===== config.mk =====
export PLATFORM = sky130hd
export DESIGN_NAME = imm_gen_pipe
export DESIGN_NICKNAME = d
export VERILOG_FILES = /design/src/rtl/imm_gen_pipe.sv
export SDC_FILE = /design/constraint.sdc
export NUM_CORES = 1
export LEC_CHECK = 0
export CAP_MARGIN = 25
export CORE_ASPECT_RATIO = 1.75
export CORE_MARGIN = 1
export CORE_UTILIZATION = 30
export CTS_CLUSTER_DIAMETER = 30
export DETAILED_ROUTE_END_ITERATION = 10
export GPL_TIMING_DRIVEN = 0
export PLACE_DENSITY = 0.71
export RECOVER_POWER = 100
export SLEW_MARGIN = 30
export SYNTH_ARGS = -nofsm -noshare
export SYNTH_HDL_FRONTEND = slang
export SYNTH_SLANG_ARGS = --single-unit

===== constraint.sdc =====
create_clock -name clk -period 2.2 [get_ports clk]
set_input_delay 0.33 -clock clk [delete_from_list [all_inputs] [get_ports clk]]
set_output_delay 0.33 -clock clk [all_outputs]
set_load 0.01 [all_outputs]

===== src/rtl/imm_gen_pipe.sv =====
// rtl/imm_gen_pipe.sv - registered RISC-V immediate generator with valid/ready handshake
// Optional skid-buffer storage selected by macro IMM_SKID_EN.
module imm_gen_pipe #(
    parameter int XLEN  = 32,
    parameter int TAG_W = 5
) (
    input  logic             clk,
    input  logic             rst_n,
    input  logic             flush,
    input  logic             in_valid,
    output logic             in_ready,
    input  logic [24:0]      din,
    input  logic [2:0]       sext_op,
    input  logic [TAG_W-1:0] in_tag,
    output logic             out_valid,
    input  logic             out_ready,
    output logic [XLEN-1:0]  ext,
    output logic [TAG_W-1:0] out_tag,
    output logic             bad_op
);

    logic [31:7]     inst;
    logic [XLEN-1:0] imm;
    logic            acc;

    logic             o_valid_q, o_valid_d;
    logic [XLEN-1:0]  o_ext_q, o_ext_d;
    logic [TAG_W-1:0] o_tag_q, o_tag_d;
    logic             bad_op_q, bad_op_d;

    assign inst = din;

    always_comb begin
        imm = '0;
        case (sext_op)
            3'd1: imm = XLEN'($signed(inst[31:20]));
            3'd2: imm = XLEN'($signed({inst[31:25], inst[11:7]}));
            3'd3: imm = XLEN'($signed({inst[31], inst[7], inst[30:25], inst[11:8], 1'b0}));
            3'd4: imm = XLEN'($signed({inst[31:12], 12'h000}));
            3'd5: imm = XLEN'($signed({inst[31], inst[19:12], inst[20], inst[30:21], 1'b0}));
            3'd6: imm = (XLEN == 64) ? XLEN'(inst[25:20]) : XLEN'(inst[24:20]);
            3'd7: imm = XLEN'(inst[19:15]);
            default: imm = '0;
        endcase
    end

    assign acc = in_valid && in_ready;

`ifdef IMM_SKID_EN
    logic             s_valid_q, s_valid_d;
    logic [XLEN-1:0]  s_ext_q, s_ext_d;
    logic [TAG_W-1:0] s_tag_q, s_tag_d;
    logic             rdy_q, rdy_d;

    // in_ready comes from a flop, so out_ready never reaches it combinationally
    assign in_ready = rst_n && !flush && rdy_q;

    always_comb begin
        o_valid_d = o_valid_q;
        o_ext_d   = o_ext_q;
        o_tag_d   = o_tag_q;
        s_valid_d = s_valid_q;
        s_ext_d   = s_ext_q;
        s_tag_d   = s_tag_q;
        bad_op_d  = bad_op_q | (acc && (sext_op == 3'd0));
        if (flush) begin
            o_valid_d = 1'b0;
            s_valid_d = 1'b0;
        end else if (!o_valid_q || out_ready) begin
            if (s_valid_q) begin
                o_valid_d = 1'b1;
                o_ext_d   = s_ext_q;
                o_tag_d   = s_tag_q;
                s_valid_d = acc;
                if (acc) begin
                    s_ext_d = imm;
                    s_tag_d = in_tag;
                end
            end else begin
                o_valid_d = acc;
                if (acc) begin
                    o_ext_d = imm;
                    o_tag_d = in_tag;
                end
            end
        end else if (acc) begin
            s_valid_d = 1'b1;
            s_ext_d   = imm;
            s_tag_d   = in_tag;
        end
        rdy_d = !s_valid_d;
    end

    always_ff @(posedge clk) begin
        if (!rst_n) begin
            s_valid_q <= 1'b0;
            s_ext_q   <= '0;
            s_tag_q   <= '0;
            rdy_q     <= 1'b1;
        end else begin
            s_valid_q <= s_valid_d;
            s_ext_q   <= s_ext_d;
            s_tag_q   <= s_tag_d;
            rdy_q     <= rdy_d;
        end
    end
`else
    assign in_ready = rst_n && !flush && (!o_valid_q || out_ready);

    always_comb begin
        o_valid_d = o_valid_q;
        o_ext_d   = o_ext_q;
        o_tag_d   = o_tag_q;
        bad_op_d  = bad_op_q | (acc && (sext_op == 3'd0));
        if (flush) begin
            o_valid_d = 1'b0;
        end else if (!o_valid_q || out_ready) begin
            o_valid_d = acc;
            if (acc) begin
                o_ext_d = imm;
                o_tag_d = in_tag;
            end
        end
    end
`endif

    always_ff @(posedge clk) begin
        if (!rst_n) begin
            o_valid_q <= 1'b0;
            o_ext_q   <= '0;
            o_tag_q   <= '0;
            bad_op_q  <= 1'b0;
        end else begin
            o_valid_q <= o_valid_d;
            o_ext_q   <= o_ext_d;
            o_tag_q   <= o_tag_d;
            bad_op_q  <= bad_op_d;
        end
    end

    assign out_valid = o_valid_q;
    assign ext       = o_ext_q;
    assign out_tag   = o_tag_q;
    assign bad_op    = bad_op_q;

endmodule


==> results.md, run 1 <==
- Status: complete, no violations
- Post-synthesis register bit count: 39
- Syn Std Cell Area: 1679 µm²
- Post-CTS setup buffers: 0
- Crit start category: primary input
- CP Cell Sequence: dlygate4sd3_1 -> nor2b_1 -> nor2_1 -> clkdlybuf4s50_1
- Clock root cell: clkbuf_8
- Die footprint: 5912 µm²
- Skew-Pair Late Insertion Delay: between 0.2 and 0.3 ns
- Width of the die: 58.56 µm
- Clk slew on worst S/H paths: 0.07 ns
- Sequential-to-total area share from yosys stat: 46.50%
- Tot Pwr: 1.549 mW
- Design area: 2629 µm²
- First-pass GRT wire length: approximately 7900 µm
- Setup Crit Path Kind: primary input to output pin
- Core area: 5343 µm²
- Vias per cell: 4.803
- CTS Buffer Depth: 2
- Mean Syn Cell Area: 8.073 µm²
- Initial antenna violation count: 0
- Placed cells: 359
- Netlist cell types: 26
- First DRT Iteration DRCs: 37
- Max Fanout on Critical Path: 2
- Vias: 1758
- First drt pass iteration count: 4
- # nets final: 329
- # DRC: 0
- Initial Utilization: a little under a third
- # diodes: 0
- PwrDens: slightly below 600 nW/µm²
- Layout area overhead: 56.56%
- Port buffer count: between 70 and 80
- DP Wirelength: 3914 µm
- Crit. End Element: output pin
- Largest net degree at the start of global routing: 14
- Die Ht: 101.0 µm
- GRT overflow: 0
- Final Max Tran Viols: 0
- Num CTS Buffers: 5
- Slew headroom: 68.04%
- GPL Wtd Cong: 0.8277
- Peak Freq: 523.5 MHz
- Period minus WS final: around 1.9 ns
- Routed WL: 5038 µm
- Worst IR Drop VDD: 0.3559 mV
- Wirelength per Cell: 13.77 µm
- Least-Margin Pin Slew: 0.4794 ns
- Core Rows: 35
- Final hold violation count: 0
- Layout cells sized above 1: 6.164%
- Post-layout util: between 40% and 50%
- Final hold slack: 0.4508 ns
- Endpoints failing setup: 0
- Final Cycle Share: 86.82%
- Final std cells w/o fill: roughly 370
- Type of the tightest min-delay check: register to register
- Synth warn: 0
- Critical Path AT: 1.58 ns
- Placed cell areas: 2542 µm²
- Post-synth top area share: 46.50%
- WP data required: about 1.9 ns
- Final Skew: 0.003315 ns
- H-tree Lvls: 2
- Sink Count: 39
- Slowest CP cell: dlygate4sd3_1
- Ranking of synthesized cells by area: dfxtp_1 46%, a21oi_1 8.0%, nand2_1 6.3%
- Total Routing Usage GR: about 18%
- RSZ-0062 raised after global routing: no
- Cell count after synthesis: 208
- Max incr delay on CP: 0.55 ns
- Mapped Nets: 246
- CTS tree: yes
- IO Pins: 78
- Vias in the first global route: around 1700
- Max-Cap Viols: 0
- Leak: approximately 1.1 nW
- Synth area leader: dfxtp_1
- Antenna Violating Nets Remaining: 0
- Hold buffer count at cts: 0
final cells by class:
cell class | instances | area [µm²]
plain buffers | 16 | 78.83
clock buffers | 8 | 100.1
fillers | 546 | 2714
inverters | 2 | 7.507
multi-input cells | 150 | 795.8
flip-flops and latches | 39 | 780.7
well taps | 74 | 92.59
repair buffers | 77 | 773.2
per-stage QoR:
stage	setup TNS, ns	worst slack, ns
2_1_floorplan	0	0.9555
3_5_place_dp	-0.1041	-0.1041
4_1_cts	0	0.03437
3_3_place_gp	-0.1377	-0.1377
5_1_grt	0	0.2021
6_report	0	0.2899
timing repair:
action	4_1_cts	5_1_grt
resized for setup	0	1
pin swaps	0	0
endpoints found under the setup margin	1	1
per-layer routing:
layer / GRT usage [%] / vias to the layer above / share of wire, %
met1: 18.23 / 800 / 39
met5: 0 / - / 0
met4: 9.707 / 0 / 3.2
li1: - / 892 / -
met3: 2.311 / 13 / 4.2
met2: 32.71 / 53 / 54
worst max-delay path: cells and delay by family:
kind	cells	cell delay, ns
buffers and inverters	2	1.10
and+or+nand+nor	2	0.16
synthesized netlist by cell type:
cell type  number
nor2b_1         2
o21ai_1         2
buf_4           6
and3_1          2
clkbuf_1        4
nand2b_1        3
mux2i_1         5
a211oi_1       12
a31oi_1         5
inv_1           2
o2111ai_1       1
or2_2           1
nor3_1          8
buf_2           7
mux2_2          1
and2b_1         1
nand3_1         9
dfxtp_1        39
nor3b_4         1
a21oi_1        27
nand2_1        28
and2_1          1
o21ai_2         1
o21ai_0        19
nor3b_1         1
nor2_1         20
state kept, by name, summed over array words and instances (netlist names):
| name | count |
|---|---|
| bad_op | 1 |
| ext | 32 |
| out_tag | 5 |
| out_valid | 1 |
placed cells by master (no fill, tap or decap):
cell type / count
nor3b_1: 1
a31oi_1: 5
mux2_2: 1
nor2b_1: 2
a21oi_1: 27
or2_2: 1
dfxtp_1: 39
nor3_1: 8
clkbuf_1: 10
clkbuf_8: 7
nand2_1: 28
buf_4: 4
o21ai_1: 1
nand2b_1: 3
nor3b_4: 1
o21ai_0: 20
nor2_1: 20
o21ai_2: 1
nand3_1: 9
and3_1: 2
a211oi_1: 12
o2111ai_1: 1
dlygate4sd3_1: 40
mux2i_1: 5
and2b_1: 1
and2_1: 1
buf_2: 3
clkdlybuf4s50_1: 36
inv_1: 2
dlymetal6s2s_1: 1
final timing paths:
check             from  endpoint  slack, ns  depth (start not counted)
min reg2reg     ext[7]    ext[7]       0.45                          2
max reg2reg  out_valid    ext[3]       0.72                          5
min             ext[7]    ext[7]       0.45                          2
max          out_ready  in_ready       0.29                          4
cell families (layout without fill, tap and decap cells):
logic type / Yosys count / in the layout / share of synthesized area [%]
AO/OA/AOI/OAI: 67 / 67 / 22.58
multiplexers: 6 / 6 / 3.651
buffers and inverters: 19 / 103 / 6.110
AND/OR/NAND/NOR: 77 / 77 / 21.16
flip-flops: 39 / 39 / 46.50
power breakdown:
part           switching, mW  leakage [nW]  total [mW]  internal (mW)
sequential            0.0138         0.318       0.749          0.736
clock                  0.244        0.0515       0.530          0.286
combinational          0.127         0.710       0.270          0.142
total                  0.385          1.08        1.55           1.16
(Power assumes the default switching activity.)
==> run 2: changes to the inputs <==
--- a/config.mk
+++ b/config.mk
@@ -16,2 +16,3 @@
 export RECOVER_POWER = 100
+export REMOVE_ABC_BUFFERS = 1
 export SLEW_MARGIN = 30
==> constraint.sdc (replaced) <==
create_clock -name clk -period 2.2 [get_ports clk]
set_input_delay 0.55 -clock clk [delete_from_list [all_inputs] [get_ports clk]]
set_output_delay 0.55 -clock clk [all_outputs]
set_load 0.01 [all_outputs]
==> results.md, run 2 (synthesis gave the netlist of run 1 again) <==
- # DRC: 0
- Endpoints failing setup: 0
- R2r startpoint: out_valid
- Critical Path AT: 2.28 ns
- Clock root cell: clkbuf_8
- Setup TNS: 0 ns
- Sink Count: 39
- # diodes: 0
- Core Rows: 35
- Status: complete, no violations
- IO Pins: 78
- Clk slew on worst S/H paths: 0.08 ns
- Die Ht: 101.0 µm
- Die footprint: 5912 µm²
- Internal reg-to-reg setup slack: 0.67 ns
- Placed cell areas: 2454 µm²
- GPL Wtd Cong: around 0.73
- Most frequent cells in the layout: 39 x dfxtp_1, 39 x dlygate4sd3_1, 35 x clkdlybuf4s50_1
- Slew headroom: 53.91%
- PwrDens: 617.5 nW/µm²
- Vias per cell: about 4.8
- Wirelength per Cell: 13.55 µm
- Max Fanout on Critical Path: 12
- Period minus WS final: roughly 2.1 ns
- Min-delay src: ext[5]
- CTS tree: yes
- Crit start category: primary input
- Hold Crit Depth: 2
- Clk pwr share: 37.1%
- Width of the die: roughly 60 µm
- CTS Buffer Depth: 2
- H-tree Lvls: 2
- Design area: 2604 µm²
- Routed WL: around 4800 µm
- Core area: 5343 µm²
- Sequential Power Share: a little under half
- Initial Utilization: about a third
- Port buffer count: 77
- WHS Endpoint: ext[5]
- Crit. End Element: register
- RSZ-0062 raised after global routing: no
- Final Max Tran Viols: 0
- Setup Crit Path Kind: primary input to register
- # nets final: 314
- Internal power: 1.210 mW
- Final Cycle Share: 93.54%
- Max reg flops: 32
- Final Skew: 0.005193 ns
- Layout area overhead: 55.07%
- Psw: 397.6 µW
- Max-Cap Viols: 0
- Worst IR Drop VDD: 0.3886 mV
- Total Routing Usage GR: 16.42%
- Skew-Pair Late Insertion Delay: 0.29 ns
- Tot Pwr: 1.608 mW
- Leak: approximately 1.1 nW
- GRT overflow: 0
- Vias: 1698
- Fillcell total: 548
- Least-Margin Pin Slew: 0.6913 ns
- Initial antenna violation count: 0
- Reg2reg path depth: 5
- Logic pwr share: between 15 and 20%
- Vias in the first global route: 1582
- Largest net degree at the start of global routing: 41
- First drt pass iteration count: 7
- Peak Freq: 485.9 MHz
- First-pass GRT wire length: 7417 µm
- Final hold slack: roughly 0.45 ns
- R2r endpoint: ext[24]
- Final hold violation count: 0
- Switch share: 24.73%
- Num CTS Buffers: 5
- Type of the tightest min-delay check: register to register
- First DRT Iteration DRCs: 29
- Antenna Violating Nets Remaining: 0
- Layout cells sized above 1: approximately 6.5%
- WP data required: 2.43 ns
- DP Wirelength: 3403 µm
==> run 2: changes by cell type in the layout (fill, tap and decap cells not counted), sizes merged, moves of 2 or more <==
cell,previous run,this run
clkbuf,17,5
buf,7,1
clkinv,0,2
dlygate4sd2,0,2
==> run 2: per-layer routing <==
| layer | part of all wire [%] | routed length (µm) | global-route usage [%] |
|---|---|---|---|
| met4 | 2.1 | 102 | 8.242 |
| met2 | 53 | 2509 | 29.35 |
| met1 | 42 | 1977 | 18.29 |
| met5 | 0 | 0 | 0 |
| met3 | 3.5 | 167 | 2.567 |
==> run 2: what timing repair did <==
action / CTS / global route
endpoints found under the setup margin: 39 / 11
resized for setup: 9 / 0
hold buffers: 0 / 0
setup buffers: 0 / 1
==> run 2: layout make-up <==
cell class / count / area, µm² / area share [%]
flip-flops and latches: 39 / 780.7 / 29.99
inverters: 2 / 7.507 / 0.2883
multi-input cells: 150 / 820.8 / 31.52
clock buffers: 5 / 68.82 / 2.643
repair buffers: 78 / 789.5 / 30.32
clock inverters: 3 / 43.79 / 1.682
well taps: 74 / 92.59 / 3.556
==> run 2: how the worst max path moves through the flow <==
stage	startpoint	endpoint	cells past startpoint
2_1_floorplan	flush	ext[30]	4
3_3_place_gp	rst_n	ext[30]	5
3_5_place_dp	rst_n	ext[26]	5
4_1_cts	rst_n	ext[26]	5
5_1_grt	sext_op[0]	ext[21]	6
6_report	sext_op[0]	ext[30]	6
==> run 2: critical path, stage by stage <==
cell             delay (ns)
clkdlybuf4s50_1        0.78
inv_1                  0.17
o21ai_2                0.37
a21oi_4                0.11
buf_12                 0.17
a21oi_1                0.14
==> run 2: power groups by stage <==
stage	Sequential (mW)	Clock, mW	Combinational [mW]
floorplan	0.780	0	0.0838
global placement	0.765	0	0.268
detailed placement	0.766	0	0.271
CTS	0.749	0.615	0.274
global route	0.752	0.638	0.288
finish	0.748	0.596	0.264
==> run 2: through the flow <==
| stage | instances | utilization, % | worst slack (ns) |
|---|---|---|---|
| global placement | 342 | 45.81 | -1.613 |
| floorplan | 191 | - | 0.1283 |
| detailed placement | 342 | 45.93 | -1.165 |
| finish | 351 | 48.74 | 0.1420 |
| CTS | 350 | 48.36 | 0.09284 |
| global route | 351 | 48.74 | 0.02505 |
==> run 3: changes to the inputs <==
Settings changed: SKIP_LAST_GASP set to 1.
==> results of run 3 <==
Final layout, timing and power as in run 2 (identical DEF).
